File: src/rtl/axi_demo_wr_consumer.sv
// rtl/axi_demo_wr_consumer.sv - AXI4 write-channel consumer with byte-strobed local word memory
// Optional AXI_DEMO_WR_ERR_CHECK_EN: wlast/range checking with SLVERR response.
module axi_demo_wr_consumer #(
  parameter int AXI_ADDRESS_WIDTH = 32,
  parameter int AXI_DATA_WIDTH    = 32,
  parameter int AXI_STROBE_WIDTH  = 4,
  parameter int ID_WIDTH          = 4,
  parameter int MEM_DEPTH         = 16
) (
  input  logic                         clk,
  input  logic                         rst,
  input  logic                         awvalid,
  output logic                         awready,
  input  logic [AXI_ADDRESS_WIDTH-1:0] awaddr,
  input  logic [ID_WIDTH-1:0]          awid,
  input  logic [7:0]                   awlen,
  input  logic [1:0]                   awburst,
  input  logic                         wvalid,
  output logic                         wready,
  input  logic [AXI_DATA_WIDTH-1:0]    wdata,
  input  logic [AXI_STROBE_WIDTH-1:0]  wstrb,
  input  logic                         wlast,
  output logic                         bvalid,
  input  logic                         bready,
  output logic [ID_WIDTH-1:0]          bid,
  output logic [1:0]                   bresp,
  input  logic [$clog2(MEM_DEPTH)-1:0] rd_idx,
  output logic [AXI_DATA_WIDTH-1:0]    rd_data
);

  localparam int LANE_W = $clog2(AXI_STROBE_WIDTH);
  localparam int IDX_W  = $clog2(MEM_DEPTH);

  typedef enum logic [1:0] {
    S_IDLE = 2'd0,
    S_DATA = 2'd1,
    S_RESP = 2'd2
  } state_t;

  state_t                         state_q, state_d;
  logic                           live_q;
  logic [AXI_ADDRESS_WIDTH-1:0]   addr_q, addr_d;
  logic [ID_WIDTH-1:0]            id_q, id_d;
  logic [7:0]                     len_q, len_d;
  logic [1:0]                     burst_q, burst_d;
  logic [7:0]                     cnt_q, cnt_d;
  logic                           err_q, err_d;
  logic [AXI_DATA_WIDTH-1:0]      mem_q [MEM_DEPTH];

  logic                           beat_fire;
  logic                           last_beat;
  logic                           in_range;
  logic                           beat_err;
  logic                           write_en;
  logic [IDX_W-1:0]               word_idx;

  // live_q keeps awready low while reset is held, since it must not follow rst combinationally
  assign awready = (state_q == S_IDLE) && live_q;
  assign wready  = (state_q == S_DATA);
  assign bvalid  = (state_q == S_RESP);
  assign bid     = id_q;
  assign bresp   = err_q ? 2'b10 : 2'b00;
  assign rd_data = mem_q[rd_idx];

  assign word_idx  = addr_q[LANE_W +: IDX_W];
  assign beat_fire = wvalid && wready;
  assign last_beat = (cnt_q == len_q);

`ifdef AXI_DEMO_WR_ERR_CHECK_EN
  localparam longint unsigned MEM_BYTES = longint'(MEM_DEPTH) * longint'(AXI_STROBE_WIDTH);
  assign in_range = (64'(addr_q) < MEM_BYTES);
  assign beat_err = (wlast != last_beat) || !in_range;
`else
  logic unused_wlast;
  assign unused_wlast = wlast;
  assign in_range     = 1'b1;
  assign beat_err     = 1'b0;
`endif

  assign write_en = beat_fire && in_range;

  always_comb begin
    state_d = state_q;
    addr_d  = addr_q;
    id_d    = id_q;
    len_d   = len_q;
    burst_d = burst_q;
    cnt_d   = cnt_q;
    err_d   = err_q;
    case (state_q)
      S_IDLE: begin
        if (awvalid && awready) begin
          addr_d  = awaddr;
          id_d    = awid;
          len_d   = awlen;
          burst_d = awburst;
          cnt_d   = 8'd0;
          err_d   = 1'b0;
          state_d = S_DATA;
        end
      end
      S_DATA: begin
        if (beat_fire) begin
          cnt_d = cnt_q + 8'd1;
          err_d = err_q || beat_err;
          // WRAP is deliberately treated as INCR; only FIXED holds the address
          if (burst_q != 2'b00) begin
            addr_d = addr_q + AXI_ADDRESS_WIDTH'(AXI_STROBE_WIDTH);
          end
          if (last_beat) begin
            state_d = S_RESP;
          end
        end
      end
      S_RESP: begin
        if (bready) begin
          state_d = S_IDLE;
        end
      end
      default: state_d = S_IDLE;
    endcase
  end

  always_ff @(posedge clk) begin
    if (rst) begin
      state_q <= S_IDLE;
      live_q  <= 1'b0;
      addr_q  <= '0;
      id_q    <= '0;
      len_q   <= '0;
      burst_q <= '0;
      cnt_q   <= '0;
      err_q   <= 1'b0;
    end else begin
      state_q <= state_d;
      live_q  <= 1'b1;
      addr_q  <= addr_d;
      id_q    <= id_d;
      len_q   <= len_d;
      burst_q <= burst_d;
      cnt_q   <= cnt_d;
      err_q   <= err_d;
    end
  end

  always_ff @(posedge clk) begin
    if (rst) begin
      for (int w = 0; w < MEM_DEPTH; w++) begin
        mem_q[w] <= '0;
      end
    end else if (write_en) begin
      for (int b = 0; b < AXI_STROBE_WIDTH; b++) begin
        if (wstrb[b]) begin
          mem_q[word_idx][8*b +: 8] <= wdata[8*b +: 8];
        end
      end
    end
  end

endmodule
File: config.mk
export PLATFORM = sky130hd
export DESIGN_NAME = axi_demo_wr_consumer
export DESIGN_NICKNAME = d
export VERILOG_FILES = /design/src/rtl/axi_demo_wr_consumer.sv
export SDC_FILE = /design/constraint.sdc
export NUM_CORES = 1
export LEC_CHECK = 0
export BUFFER_PORTS_ARGS = -buffer_cell sky130_fd_sc_hd__buf_2
export CAP_MARGIN = 5
export CORE_MARGIN = 2
export CORE_UTILIZATION = 45
export DETAILED_ROUTE_END_ITERATION = 10
export GPL_ROUTABILITY_DRIVEN = 0
export RECOVER_POWER = 100
export SYNTH_ARGS = -nofsm -noshare
export SYNTH_HDL_FRONTEND = slang
export SYNTH_SLANG_ARGS = --single-unit
File: constraint.sdc
create_clock -name clk -period 6.4 [get_ports clk]
set_clock_uncertainty 0.15 [all_clocks]
set_input_delay 1.92 -clock clk [delete_from_list [all_inputs] [get_ports clk]]
set_output_delay 1.92 -clock clk [all_outputs]
set_load 0.01 [all_outputs]
==> metrics.md, run 1 <==
| Metric | Value |
|---|---|
| Status | completed |
| Hold path cells | 2 |
| Via/cell ratio | 5.30 |
| Ys async rst share | 0% |
| Crit path DAT | 3840 ps |
| TritonCTS Buffers | 57 |
| Syn. warnings | 0 |
| Worst Hold Path EP | bid[0]$_SDFFE_PP0P_ |
| Power per standard cell area | 279 mW/mm² |
| Remaining antenna violation count | 0 |
| Required time worst endpoint | 4330 ps |
| Synth top cells by count | 515 x and2_1, 512 x edfxtp_1, 128 x mux4_2 |
| Buffers on Ports | 101 |
| Total die area | 0.0574 mm² |
| Register clock-pin slew on the reported worst setup and hold paths | 60 ps |
| Die Ht | 239 µm |
| CP startpoint kind | primary input |
| Fin area | 0.0278 mm² |
| Core Box Area | 0.0550 mm² |
| Clock period minus worst slack | 5910 ps |
| Final wirelength | 60400 µm |
| Number of fill cells | 4738 |
| Root Driver | clkbuf_16 |
| Initial antenna violation count | 2 |
| CP Max Fanout | 28 |
| Min-delay worst type | flop to flop |
| Core Rows | 86 |
| IO Count | 133 |
| DRC viols | 0 |
| Post-synthesis sequential area ratio | 63.9% |
| Slew HR | 27.8% |
| Total negative slack | 0 ps |
| Number of synthesized flops with an enable pin | 512 |
| Die Wd | 239 µm |
| Drt initial violations | 1026 |
| Clock latency on the worst-skew pair | 600 ps |
| Largest net degree at the start of global routing | 65 |
| Total Routing Usage GR | 21.6% |
| Synthesis-stage register bit count | 541 |
| Area leader, netlist | edfxtp_1 |
| Drt pass-1 iters | 5 |
| Setup Viol. Count Final | 0 |
| Wire per inst | 23.2 µm |
| Critical hold path startpoint | bid[0]$_SDFFE_PP0P_ |
| NumNets Final | 1907 |
| Fin. max-slew vios | 0 |
| Global-route wire length before repair | 89600 µm |
| Peak supply drop | 0.189 mV |
| WS Path Type | primary input to output port |
| Top_reg_cell synth | edfxtp_1 |
| Mean Syn Cell Area | 15.0 µm² |
| R2R setup slack | 3340 ps |
| CTS sink cnt | 541 |
| Cell with the most instances after synthesis | and2_1 |
| Number of global-route vias before repair | 14.6k |
| Maximum clock frequency | 169 MHz |
| Placed Area | 0.0267 mm² |
| Clock Path Buffers | 3 |
| Final Hold Fails | 0 |
| R2r endpoint | mem_q[11][12]$_SDFFCE_PN0P_ |
| Endpoint class of the critical path | output port |
| CTS tree | done |
| GRT overflow | 0 |
| RSZ-0062 raised after global routing | false |
| Area Overhead vs Synth | 11.4% |
| Synthesized area | 0.0250 mm² |
| Cell variety after synth | 43 |
| FF-to-FF Start | state_q[0]$_SDFFE_PP0P_ |
| Starting density of the core | 45.4% |
| Top cell type's share of synthesized area | 61.6% |
| Total Power | 0.00776 W |
| Register area | 0.0160 mm² |
| Post-CTS setup buffer count | 0 |
| Most area-consuming cells after synthesis | edfxtp_1 62%, and2_1 13%, mux4_2 12% |
| # hold bufs at CTS | 0 |
| P_leak | 9.62 nW |
| # Max-Cap Violations | 0 |
| Layout cells sized above 1 | 16.7% |
| Htree depth | 2 |
| Tcrit/Tclk final | 92.4% |
| Synthesized instance count | 1665 |
| Worst R2R Path Depth | 4 |
| Vias post-DR | 13.8k |
| Post-CTS resize count | 0 |
| Slew @ Worst Pin | 1080 ps |
| Area of the multi-input gates | 0.00812 mm² |
| Post-DP HPWL | 38400 µm |
area by class of cell:
type | instances | share of cell area [%]
sequential | 541 | 57.4
multi-input combinational | 1015 | 29.2
clock buffer | 73 | 5.45
timing repair buffer | 190 | 3.62
tap | 748 | 3.37
clock inverter | 27 | 0.895
inverter | 5 | 0.0675
antenna | 1 | 0.00900
logic make-up after synthesis:
kind of cell / after synthesis / share of synthesized area (%)
simple gates: 701 / 17.6
flops: 541 / 63.9
compound gates: 165 / 4.09
mux: 129 / 11.6
buf+inv: 110 / 2.06
xor+xnor: 13 / 0.456
fa+ha+maj: 5 / 0.251
other cells: 1 / 0.0150
through the flow:
step / setup slack (ps) / std cells / utilization [%] / hold slack (ps)
2_1_floorplan: 1180 / 1666 / - / 298
3_3_place_gp: 548 / 2499 / 48.6 / 292
3_5_place_dp: 557 / 2499 / 48.6 / 297
4_1_cts: 557 / 2599 / 51.8 / 306
5_1_grt: 300 / 2599 / 50.6 / 335
6_report: 487 / 2600 / 50.6 / 305
cells in the final DEF, fill, tap and decap left out, types with 2 or more instances in the layout:
master,count
xor2_1,2
clkbuf_8,4
and2_1,165
a211oi_1,2
a21oi_1,20
dfxtp_1,29
a22oi_1,65
nor2_1,78
nand3_1,7
buf_2,72
and2_0,350
inv_1,4
nand4_1,3
nor2b_1,4
xnor2_1,11
bufinv_16,5
ha_1,5
nor2b_4,2
mux4_2,128
clkinv_2,13
buf_12,8
and4bb_1,2
conb_1,2
clkbuf_16,57
edfxtp_1,512
o21ai_0,71
clkbuf_1,106
buf_4,15
nand2_1,80
clkinv_1,10
routing by layer:
layer,up-vias,track usage (%),wire (µm)
met5,-,0,21
met4,4,6.48,1640
met3,103,3.87,2930
met2,316,38.2,31400
met1,6934,26.9,24400
li1,6428,-,-
state kept, by name, indices dropped and copies added, names as in the netlist:
| name | flops |
|---|---|
| mem_q | 512 |
| cnt_q | 8 |
| len_q | 8 |
| addr_q | 4 |
| bid | 4 |
| burst_q | 2 |
| state_q | 2 |
| live_q | 1 |
where the power goes:
part / internal [W] / switching [W]
sequential: 0.00398 / 0.0000370
clock: 0.00186 / 0.00134
combinational: 0.000197 / 0.000350
critical path, cell delays in order:
cell and delay [ps]:
clkbuf_8 330, buf_12 300, clkbuf_1 260, mux4_2 530, a22oi_1 190, nand2_1 120
clkbuf_1 150
worst max-delay path by stage:
stage / start / cells past startpoint / to
after floorplan: rd_idx[0] / 5 / rd_data[10]
after global placement: rd_idx[0] / 6 / rd_data[25]
after detailed placement: rd_idx[0] / 6 / rd_data[25]
after CTS: rd_idx[0] / 6 / rd_data[25]
after global routing: rd_idx[0] / 7 / rd_data[26]
final: rd_idx[0] / 7 / rd_data[26]
No activity file was read; power rests on OpenSTA's default activity.
==> inputs of run 2 (changes only) <==
==> constraint.sdc (replaced) <==
create_clock -name clk -period 6.4 [get_ports clk]
set_clock_uncertainty 0.15 [all_clocks]
set_input_delay 0.64 -clock clk [delete_from_list [all_inputs] [get_ports clk]]
set_output_delay 0.64 -clock clk [all_outputs]
set_load 0.01 [all_outputs]
==> run 2 against run 1 <==
The flow now finishes with violations (max-capacitance violations, max-slew violations); cell count decreased by 0.38%; combinational power decreased by 3%; count of clock-buffer cells in the layout increased by 2; critical path depth decreased by 1; register-to-register slack got worse by 310 ps; first-iteration DRC count decreased by 6.1%; largest power group unchanged.
==> metrics.md, run 2 (synthesis results as in run 1) <==
| Metric | Value |
|---|---|
| Status | complete, but fails checks |
| Violated checks | max-capacitance violations, max-slew violations |
| Htree depth | 2 |
| RSZ-0062 raised after global routing | false |
| Total die area | 0.0574 mm² |
| WS Path Type | primary input to output port |
| DRC viols | 0 |
| Tcrit/Tclk final | 74.3% |
| CP dominant cell by count | clkbuf_1 |
| Final Hold Fails | 0 |
| Fin. max-slew vios | 18 |
| CP Max Fanout | 82 |
| Pre-CTS setup slack | 2390 ps |
| Total Routing Usage GR | 21.5% |
| Sw Share | 22.3% |
| Register share of total power | 51.7% |
| Commonest non-fill, non-tap cell in the layout | edfxtp_1 |
| Net Switching | 0.00174 W |
| Setup Viol. Count Final | 0 |
| Clock period minus worst slack | 4760 ps |
| Register area | 0.0160 mm² |
| Slew HR | -6.66% |
| CTS sink cnt | 541 |
| Endpoint class of the critical path | output port |
| Buffers on Ports | 101 |
| Root Driver | clkbuf_16 |
| Drt pass-1 iters | 7 |
| Peak supply drop | 0.205 mV |
| Via/cell ratio | 5.37 |
| Die Wd | 239 µm |
| Area of the multi-input gates | 0.00812 mm² |
| Number of global-route vias before repair | 14.5k |
| Slew @ Worst Pin | 1600 ps |
| Comb pwr share | 6.8% |
| Largest register FFs | 512 |
| GRT overflow | 0 |
| Number of fill cells | 4762 |
| Clock Path Buffers | 3 |
| Maximum clock frequency | 210 MHz |
| Layout cells sized above 1 | 15.3% |
| Core Box Area | 0.0550 mm² |
| Final wirelength | 60600 µm |
| Final WS setup | 1640 ps |
| Register clock-pin slew on the reported worst setup and hold paths | 60 ps |
| WP buf/inv | 3 |
| Wire per inst | 23.4 µm |
| Initial antenna violation count | 2 |
| NumNets Final | 1892 |
| Biggest register | mem_q |
| TritonCTS Buffers | 57 |
| Min-delay worst type | primary input to flop |
| # hold bufs at CTS | 0 |
| Worst path cell trace | clkbuf_8 -> clkbuf_1 -> mux4_2 -> a22oi_1 -> nand2_1 -> clkbuf_1 |
| Starting density of the core | 45.4% |
| Remaining antenna violation count | 0 |
| Power per standard cell area | 282 mW/mm² |
| Clock latency on the worst-skew pair | 610 ps |
| Area Overhead vs Synth | 10.7% |
| Drt initial violations | 963 |
| Post-CTS setup buffer count | 0 |
| Internal | 0.00604 W |
| CTS tree | done |
| Core Rows | 86 |
| Die Ht | 239 µm |
| Post-DP HPWL | 37100 µm |
| Most frequent cells in the layout | 512 x edfxtp_1, 326 x and2_0, 189 x and2_1 |
| Crit path DAT | 3970 ps |
| Vias post-DR | 13.9k |
| CP delay by family, top | buffers and inverters |
| Global-route wire length before repair | 89100 µm |
| Top flop regs | mem_q x512, cnt_q x8, len_q x8 |
| Largest net degree at the start of global routing | 83 |
| Crit-path slowest cell | clkbuf_1 |
| Clock share of power | 41.5% |
| CP startpoint kind | primary input |
| Post-CTS resize count | 0 |
| Total negative slack | 0 ps |
| # Max-Cap Violations | 1 |
| P_leak | 9.52 nW |
| Slowest stage delay, CP | 1230 ps |
| Required time worst endpoint | 5610 ps |
| IO Count | 133 |
## run 2: worst paths after layout
| kind | start | endpoint | slack [ps] | cells after the start |
|---|---|---|---|---|
| worst max-delay path | rd_idx[0] | rd_data[22] | 1640 | 6 |
| worst min-delay path | wvalid | state_q[0]$_SDFFE_PP0P_ | 90 | 2 |
| worst max register to register | state_q[0]$_SDFFE_PP0P_ | mem_q[8][28]$_SDFFCE_PN0P_ | 3030 | 4 |
| worst min register to register | bid[2]$_SDFFE_PP0P_ | bid[2]$_SDFFE_PP0P_ | 310 | 2 |
## run 2: metal layers
layer,track usage [%],share of wire (%)
met2,38.1,52
met5,0,0.050
met1,27.0,41
met3,2.97,4.3
met4,7.63,3.0
## run 2: area by class of cell
class | count | area share, %
Clock buffer | 75 | 5.56
Antenna cell | 1 | 0.00906
Multi-Input combinational cell | 1015 | 29.4
Inverter | 5 | 0.0679
Clock inverter | 30 | 0.951
Timing Repair Buffer | 175 | 2.87
Sequential cell | 541 | 57.8
Tap cell | 748 | 3.39
## run 2: power by group through the flow
stage / Combinational, W / Clock, W / Sequential, W
2_1_floorplan: 0.000341 / 0 / 0.00408
3_3_place_gp: 0.000567 / 0 / 0.00408
3_5_place_dp: 0.000574 / 0 / 0.00409
4_1_cts: 0.000575 / 0.00328 / 0.00402
5_1_grt: 0.000572 / 0.00342 / 0.00403
6_report: 0.000532 / 0.00323 / 0.00402
## run 2: stage by stage
step / total power (W) / cell area (µm²) / cells / util, % / hold slack [ps]
finish: 0.00778 / 27600 / 2590 / 50.2 / 95.0
global route: 0.00802 / 27600 / 2589 / 50.2 / 94.6
CTS: 0.00788 / 28300 / 2589 / 51.5 / 59.9
detailed placement: 0.00467 / 26500 / 2484 / 48.2 / 300
global placement: 0.00465 / 26500 / 2484 / 48.2 / 291
floorplan: 0.00442 / 25000 / 1666 / - / 298
